File: src/rtl/mag_comp1_if.sv
// -----------------------------------------------------------------------------
// mag_comp1_if
//   Operand/result bundle for the registered magnitude comparator.
//
//   Handshake: valid-only, no backpressure. The master presents A, B,
//   casc_gt and casc_lt together with in_valid. The slave samples them on
//   every rising clock edge where in_valid = 1, and never stalls.
//   out_valid rises after the first accepted sample. It then stays high
//   until reset, and the result flags hold their value between samples.
//
//   Signals
//     A, B        operands, WIDTH bits              (master -> slave)
//     in_valid    sample operands this cycle        (master -> slave)
//     casc_gt     cascade: lower stage says greater (master -> slave)
//     casc_lt     cascade: lower stage says less    (master -> slave)
//     bothEqual   registered A == B                 (slave -> master)
//     A_greater   registered A > B                  (slave -> master)
//     B_greater   registered B > A                  (slave -> master)
//     out_valid   flags hold a sampled result       (slave -> master)
// -----------------------------------------------------------------------------
interface mag_comp1_if #(
  parameter int WIDTH = 1
);
  logic [WIDTH-1:0] A;
  logic [WIDTH-1:0] B;
  logic             in_valid;
  logic             casc_gt;
  logic             casc_lt;
  logic             bothEqual;
  logic             A_greater;
  logic             B_greater;
  logic             out_valid;

  modport master (
    output A, B, in_valid, casc_gt, casc_lt,
    input  bothEqual, A_greater, B_greater, out_valid
  );

  modport slave (
    input  A, B, in_valid, casc_gt, casc_lt,
    output bothEqual, A_greater, B_greater, out_valid
  );
endinterface

File: src/rtl/mag_comp1.sv
// -----------------------------------------------------------------------------
// mag_comp1
//   Registered magnitude comparator with 7485-style cascade inputs. It
//   compares A and B as unsigned values, or as two's-complement values when
//   SIGNED = 1. One cycle after a valid sample it reports exactly one of
//   bothEqual, A_greater or B_greater.
//
//   Parameters
//     WIDTH   operand width in bits (>= 1)
//     SIGNED  0 = unsigned compare, 1 = two's-complement compare
//
//   Ports
//     clk     rising-edge clock
//     rst_n   asynchronous active-low reset; clears all flags and out_valid
//     bus     mag_comp1_if slave modport (operands, cascade, results)
//
//   To chain stages, connect a less-significant stage's A_greater and
//   B_greater to the next stage's casc_gt and casc_lt. Each stage adds one
//   cycle of latency. Only the most-significant stage may be SIGNED.
// -----------------------------------------------------------------------------
module mag_comp1 #(
  parameter int WIDTH  = 1,
  parameter bit SIGNED = 1'b0
) (
  input  logic        clk,
  input  logic        rst_n,
  mag_comp1_if.slave  bus
);

  logic [WIDTH-1:0] a_w;
  logic [WIDTH-1:0] b_w;
  logic             local_gt;
  logic             local_lt;

  logic eq_d, gt_d, lt_d;
  logic eq_q, gt_q, lt_q;
  logic out_valid_q;

  assign a_w = bus.A;
  assign b_w = bus.B;

  // Local relational compare. With WIDTH = 1 and SIGNED = 1, the value 1
  // reads as -1.
  always_comb begin
    local_gt = 1'b0;
    local_lt = 1'b0;
    if (SIGNED) begin
      local_gt = $signed(a_w) > $signed(b_w);
      local_lt = $signed(a_w) < $signed(b_w);
    end else begin
      local_gt = a_w > b_w;
      local_lt = a_w < b_w;
    end
  end

  // The local result decides first. The cascade is consulted only when the
  // operands are equal, and casc_gt beats casc_lt. This keeps the next-state
  // flags one-hot for every input combination.
  always_comb begin
    gt_d = 1'b0;
    lt_d = 1'b0;
    eq_d = 1'b0;
    if (local_gt) begin
      gt_d = 1'b1;
    end else if (local_lt) begin
      lt_d = 1'b1;
    end else if (bus.casc_gt) begin
      gt_d = 1'b1;
    end else if (bus.casc_lt) begin
      lt_d = 1'b1;
    end else begin
      eq_d = 1'b1;
    end
  end

  // Results load only on accepted samples. Idle cycles hold the last result.
  always_ff @(posedge clk or negedge rst_n) begin
    if (!rst_n) begin
      eq_q        <= 1'b0;
      gt_q        <= 1'b0;
      lt_q        <= 1'b0;
      out_valid_q <= 1'b0;
    end else if (bus.in_valid) begin
      eq_q        <= eq_d;
      gt_q        <= gt_d;
      lt_q        <= lt_d;
      out_valid_q <= 1'b1;
    end
  end

  assign bus.bothEqual = eq_q;
  assign bus.A_greater = gt_q;
  assign bus.B_greater = lt_q;
  assign bus.out_valid = out_valid_q;

endmodule

File: src/flat_wrapper.sv
// flat-port wrapper written by rule: the top's interface ports become plain ports
module mag_comp1_flat 
#(
  parameter int WIDTH  = 1,
  parameter bit SIGNED = 1'b0
)
  (clk, rst_n, bus_A, bus_B, bus_in_valid, bus_casc_gt, bus_casc_lt, bus_bothEqual, bus_A_greater, bus_B_greater, bus_out_valid);
  mag_comp1_if #(.WIDTH(WIDTH)) bus_i ();
  input  logic clk;
  input  logic rst_n;
  input wire logic [$bits(bus_i.A)-1:0] bus_A;
  input wire logic [$bits(bus_i.B)-1:0] bus_B;
  input wire logic [$bits(bus_i.in_valid)-1:0] bus_in_valid;
  input wire logic [$bits(bus_i.casc_gt)-1:0] bus_casc_gt;
  input wire logic [$bits(bus_i.casc_lt)-1:0] bus_casc_lt;
  output wire logic [$bits(bus_i.bothEqual)-1:0] bus_bothEqual;
  output wire logic [$bits(bus_i.A_greater)-1:0] bus_A_greater;
  output wire logic [$bits(bus_i.B_greater)-1:0] bus_B_greater;
  output wire logic [$bits(bus_i.out_valid)-1:0] bus_out_valid;
  assign bus_i.A = bus_A;
  assign bus_i.B = bus_B;
  assign bus_i.in_valid = bus_in_valid;
  assign bus_i.casc_gt = bus_casc_gt;
  assign bus_i.casc_lt = bus_casc_lt;
  assign bus_bothEqual = bus_i.bothEqual;
  assign bus_A_greater = bus_i.A_greater;
  assign bus_B_greater = bus_i.B_greater;
  assign bus_out_valid = bus_i.out_valid;
  mag_comp1 #(.WIDTH(WIDTH), .SIGNED(SIGNED)) u_core (.clk(clk), .rst_n(rst_n), .bus(bus_i));
endmodule
File: config.mk
export PLATFORM = sky130hd
export DESIGN_NAME = mag_comp1_flat
export DESIGN_NICKNAME = d
export VERILOG_FILES = /design/src/rtl/mag_comp1_if.sv /design/src/rtl/mag_comp1.sv /design/src/flat_wrapper.sv
export SDC_FILE = /design/constraint.sdc
export NUM_CORES = 1
export LEC_CHECK = 0
export BUFFER_PORTS_ARGS = -buffer_cell sky130_fd_sc_hd__buf_2
export CAP_MARGIN = 40
export CORE_AREA = 3 3 40 42
export DETAILED_ROUTE_END_ITERATION = 10
export DIE_AREA = 0 0 43 45
export GPL_ROUTABILITY_DRIVEN = 1
export GPL_TIMING_DRIVEN = 0
export SLEW_MARGIN = 0
export SYNTH_ARGS = -nofsm -noshare
export SYNTH_HDL_FRONTEND = slang
export SYNTH_SLANG_ARGS = --single-unit
File: constraint.sdc
create_clock -name clk -period 0.9 [get_ports clk]
set_input_delay 0.09 -clock clk [delete_from_list [all_inputs] [get_ports clk]]
set_output_delay 0.09 -clock clk [all_outputs]
set_load 0.05 [all_outputs]
== Word level (Yosys, flattened, before mapping) ==
Index checks and enable logic that the tools add are counted.

* Logic and storage cells: 17
* Input bits: 7
* Flip-flop bits (word level): 4
* Output and inout bits: 4

* Muxes and demuxes: 11
* Order comparisons: 2

{| class="wikitable"
|+ Operator list
! cell !! count
|-
| 2-to-1 mux 1 bit || 11
|-
| > comparator 1 bit || 1
|-
| < comparator 1 bit || 1
|}

== Logic depth before layout (Yosys ltp) ==
* Word-level depth: 4
* Depth in mapped cells: 4
* Mapped depth without buffers: 4

== Worst setup path after synthesis ==
No wires, ideal clock.

* Path kind: register to register
* Start point: register u_core.bus.out_valid (netlist name)
* End point: register u_core.out_valid_q, in the netlist u_core.bus.out_valid
* Data required time: 773 ps
* Buffers on the path: 0
* Setup time: 127 ps
* Cell stages (with the launch flop): 2
* Slack: -99 ps
* Arrival time: 872 ps
* Period minus slack after synthesis: 999 ps
* Cell sequence: dfrtp_1 > or2_2

{| class="wikitable"
|+ RTL lines
! item !! RTL line !! source
|-
| to (signal assigned) || mag_comp1.sv:82 || <nowiki>out_valid_q <= 1'b0;</nowiki>
|-
| to (signal assigned) || mag_comp1.sv:87 || <nowiki>out_valid_q <= 1'b1;</nowiki>
|-
| to (decl) || mag_comp1.sv:37 || <nowiki>logic out_valid_q;</nowiki>
|}

== Final worst setup path ==
* Start point: register u_core.lt_q, in the netlist u_core.bus.B_greater
* End point: output port bus_B_greater

{| class="wikitable"
|+ RTL lines
! item !! RTL line !! source
|-
| from (decl) || mag_comp1.sv:36 || <nowiki>logic eq_q, gt_q, lt_q;</nowiki>
|-
| from (signal assigned) || mag_comp1.sv:86 || <nowiki>lt_q <= lt_d;</nowiki>
|-
| to (decl) || flat_wrapper.sv:18 || <nowiki>output wire logic [$bits(bus_i.B_greater)-1:0] bus_B_greater;</nowiki>
|}

No word-level cell between the ends.

==> metrics.md <==
| Metric | Value |
|---|---|
| Maximum buffer depth of the clock tree | 2 |
| Peak Freq | between 1000 and 1500 MHz |
| Num rows | 13 |
| Unrepaired setup endpoints after global routing | yes |
| Floorplan die height | roughly 45 µm |
| Sink Count | 4 |
| Syn_nets | 28 |
| Worst min path class | primary input to flop |
| Number of warnings printed during yosys synthesis | 0 |
| Adder and majority gate portion of the synthesized area | about 18% |
| Post-synthesis cell type with the largest combined area | dfrtp_1 |
| Max-slew violation total from the final report | 0 |
| Final weighted congestion in routability-driven placement | 0.628 |
| Worst path max stage delay | roughly 0.41 ns |
| Netlist Area Pre-Place | approximately 210 µm² |
| Count of fill cells added during filler insertion | roughly 140 |
| First-pass iteration count of the detailed router | 1 |
| Final WS setup | between 0.01 and 0.015 ns |
| Number of placed instances with taps included | 43 |
| Proportion of synthesized area in mux cells | roughly 10% |
| Final hold violation count | 0 |
| Top cells by area, synth | dfrtp_1, ha_1, mux2_2 |
| # DRC | 0 |
| Area of placed instances | 283 µm² |
| Maxcap violations | 0 |
| Final layout net count | between 40 and 50 |
| Critical Path End Type | output port |
| Xor/xnor share of the synthesized area | 0% |
| Core Box Area | between 1000 and 1500 µm² |
| Commonest cells in the synthesized netlist | dfrtp_1, ha_1, inv_1 |
| Gate family responsible for the most delay along the worst path | flip-flops |
| Detailed router's first-iteration violation count | 0 |
| Clock latency of the later-clocked register in the worst-skew pair | between 0.2 and 0.25 ns |
| Layout cells sized above 1 | between 50 and 60% |
| Most used standard cell by instance count after synthesis | dfrtp_1 |
| Count of cell types in the netlist | 12 |
| Part of the cycle the worst path needs | between 90% and 100% |
| Main flop type after synthesis | dfrtp_1 |
| Pin count of the biggest net entering global routing | 7 |
| Compound-Gate Fraction of Synth Area | 8.93% |
| Number of global-route vias before repair | approximately 180 |
| Post-DRT Antenna Nets | 0 |
| Cell at the root of the clock tree | clkbuf_4 |
| TritonCTS clock tree | built |
| Largest family of logic cells by synthesized area | adder cells |
| Worst clock skew | 0 ns |
| Critical path launch point type | flop |
| Syn-to-layout area delta | 69.0% |
| Post-Layout Cell Count | slightly below 50 |
| Global-route wire length before repair | approximately 720 µm |
| Mean post-synth cell area | between 10 and 15 µm² |
| Design area | ~360 µm² |
| Simple-gate area share of the yosys netlist | 11.9% |
| Via count | 185 |
| Lkg Pwr | ~0.18 nW |
| Number of register bits inferred by synthesis | 4 |
| Largest vdd supply drop | 0.000411 V |
| H-Tree Depth | 1 |
| Average via count per standard cell | about 3.8 |
| Cell with the largest stage delay on the worst path | dfrtp_2 |
| EDFF count, synth | 0 |
| Result of the run | finished clean |
| Buffers on Ports | 10 |
| Largest fanout on the critical path | 2 |
| Critical path arrival | around 0.80 ns |
| Die outline width | around 43 µm |
| Number of antenna violations at the first check in global routing | 0 |
| Routed wirelength normalized by instance count | roughly 9.5 µm |
| Setup-violating endpoint count in the final report | 0 |
| Max-slew headroom | between 80 and 90% |
| Gate Count Post-Synth | 18 |
| Area share of the largest cell type after synthesis | 47.6% |
| Number of buffers created by CTS | 3 |
| Initial Util | between 10% and 20% |
| Ys async rst share | 100% |
| CTS clock-pin slew for the worst setup and hold paths | around 0.04 ns |
| Total power divided by cell area | 1730 nW/µm² |
| Worst Max-Slew Pin Slew | around 0.29 ns |
| Overall fraction of global-route tracks in use | 5.76% |
| WS Path Type | flop to output port |
| Sequential cell area fraction in the yosys report | 47.6% |
| Antenna Diode Count | 0 |
| Final Critical Period | slightly below 0.9 ns |
| Worst path cell trace | buf_8 |
| Top-Level Pins | 11 |
| Endpoint required time on the critical path | 0.81 ns |
| Leftover overflow at the end of global routing | 0 |
| Total buffers and inverters traversed by the critical path | 1 |
| Setup Slack @ Placement | -0.126 ns |
| Die area | about 1900 µm² |
| Drt total wl | ~470 µm |
path summary, 6_finish.rpt:
check                                      from                   end  slack [ns]  depth (start not counted)
min reg2reg                u_core.bus.out_valid  u_core.bus.out_valid        0.49                          1
min                                bus_in_valid  u_core.bus.A_greater        0.10                          2
max                        u_core.bus.B_greater         bus_B_greater        0.01                          1
min in group asynchronous                 rst_n  u_core.bus.B_greater        0.18                          2
max reg2reg                u_core.bus.B_greater  u_core.bus.B_greater        0.06                          2
max in group asynchronous                 rst_n  u_core.bus.out_valid        0.58                          2
layout by cell type, fill, tap and decap left out, drive strengths merged, types with 2 or more instances in the layout:
cell type / netlist / routed
clkbuf: 0 / 4
buf: 0 / 11
inv: 2 / 2
ha: 3 / 3
dfrtp: 4 / 4
final cells by class:
| type | instances | area (µm²) | share of cell area [%] |
|---|---|---|---|
| Sequential cell | 4 | 104 | 29.2 |
| Multi-Input combinational cell | 12 | 103 | 28.9 |
| Timing Repair Buffer | 12 | 96.3 | 27.1 |
| Clock buffer | 4 | 26.3 | 7.39 |
| Tap cell | 15 | 18.8 | 5.28 |
| Inverter | 2 | 7.51 | 2.11 |
through the flow:
step	power (mW)	utilization [%]	hold slack, ns	TNS [ns]
2_1_floorplan	0.292	-	-0.206	-0.0173
3_3_place_gp	0.334	22.0	-0.102	-0.182
3_5_place_dp	0.336	22.0	-0.0978	-0.211
4_1_cts	0.612	26.5	0.0995	0
5_1_grt	0.649	27.7	0.132	-0.00500
6_report	0.615	27.7	0.105	0
per-layer routing:
metal	wire (µm)	share of wire, %	global-route usage (%)	up-vias
met5	0	0	0	-
met4	0	0	5.42	0
met3	67	14	3.59	0
met2	171	37	6.89	11
met1	227	49	6.80	81
li1	-	-	-	93
timing repair:
item | 4_1_cts | 5_1_grt
hold buffers | 1 | 0
endpoints found under the setup margin | 4 | 2
setup buffers | 0 | 1
cloned | 0 | 0
endpoints found under the hold margin | 4 | 0
gates resized for setup | 7 | 2
power breakdown:
part	switching, mW	internal (mW)
Combinational	0.0898	0.0728
Sequential	0.0120	0.197
Clock	0.0768	0.167
flip-flops by register name, indices dropped and copies added, names as in the netlist:
name                  count
u_core.bus.out_valid      1
u_core.bus.bothEqual      1
u_core.bus.B_greater      1
u_core.bus.A_greater      1
kinds of logic after synthesis:
group / after synthesis
adders and majority gates: 3
DFF: 4
and+or+nand+nor: 4
buffers and inverters: 2
muxes: 2
AOI/OAI and AO/OA: 3
Power figures use the tool's default switching activity.
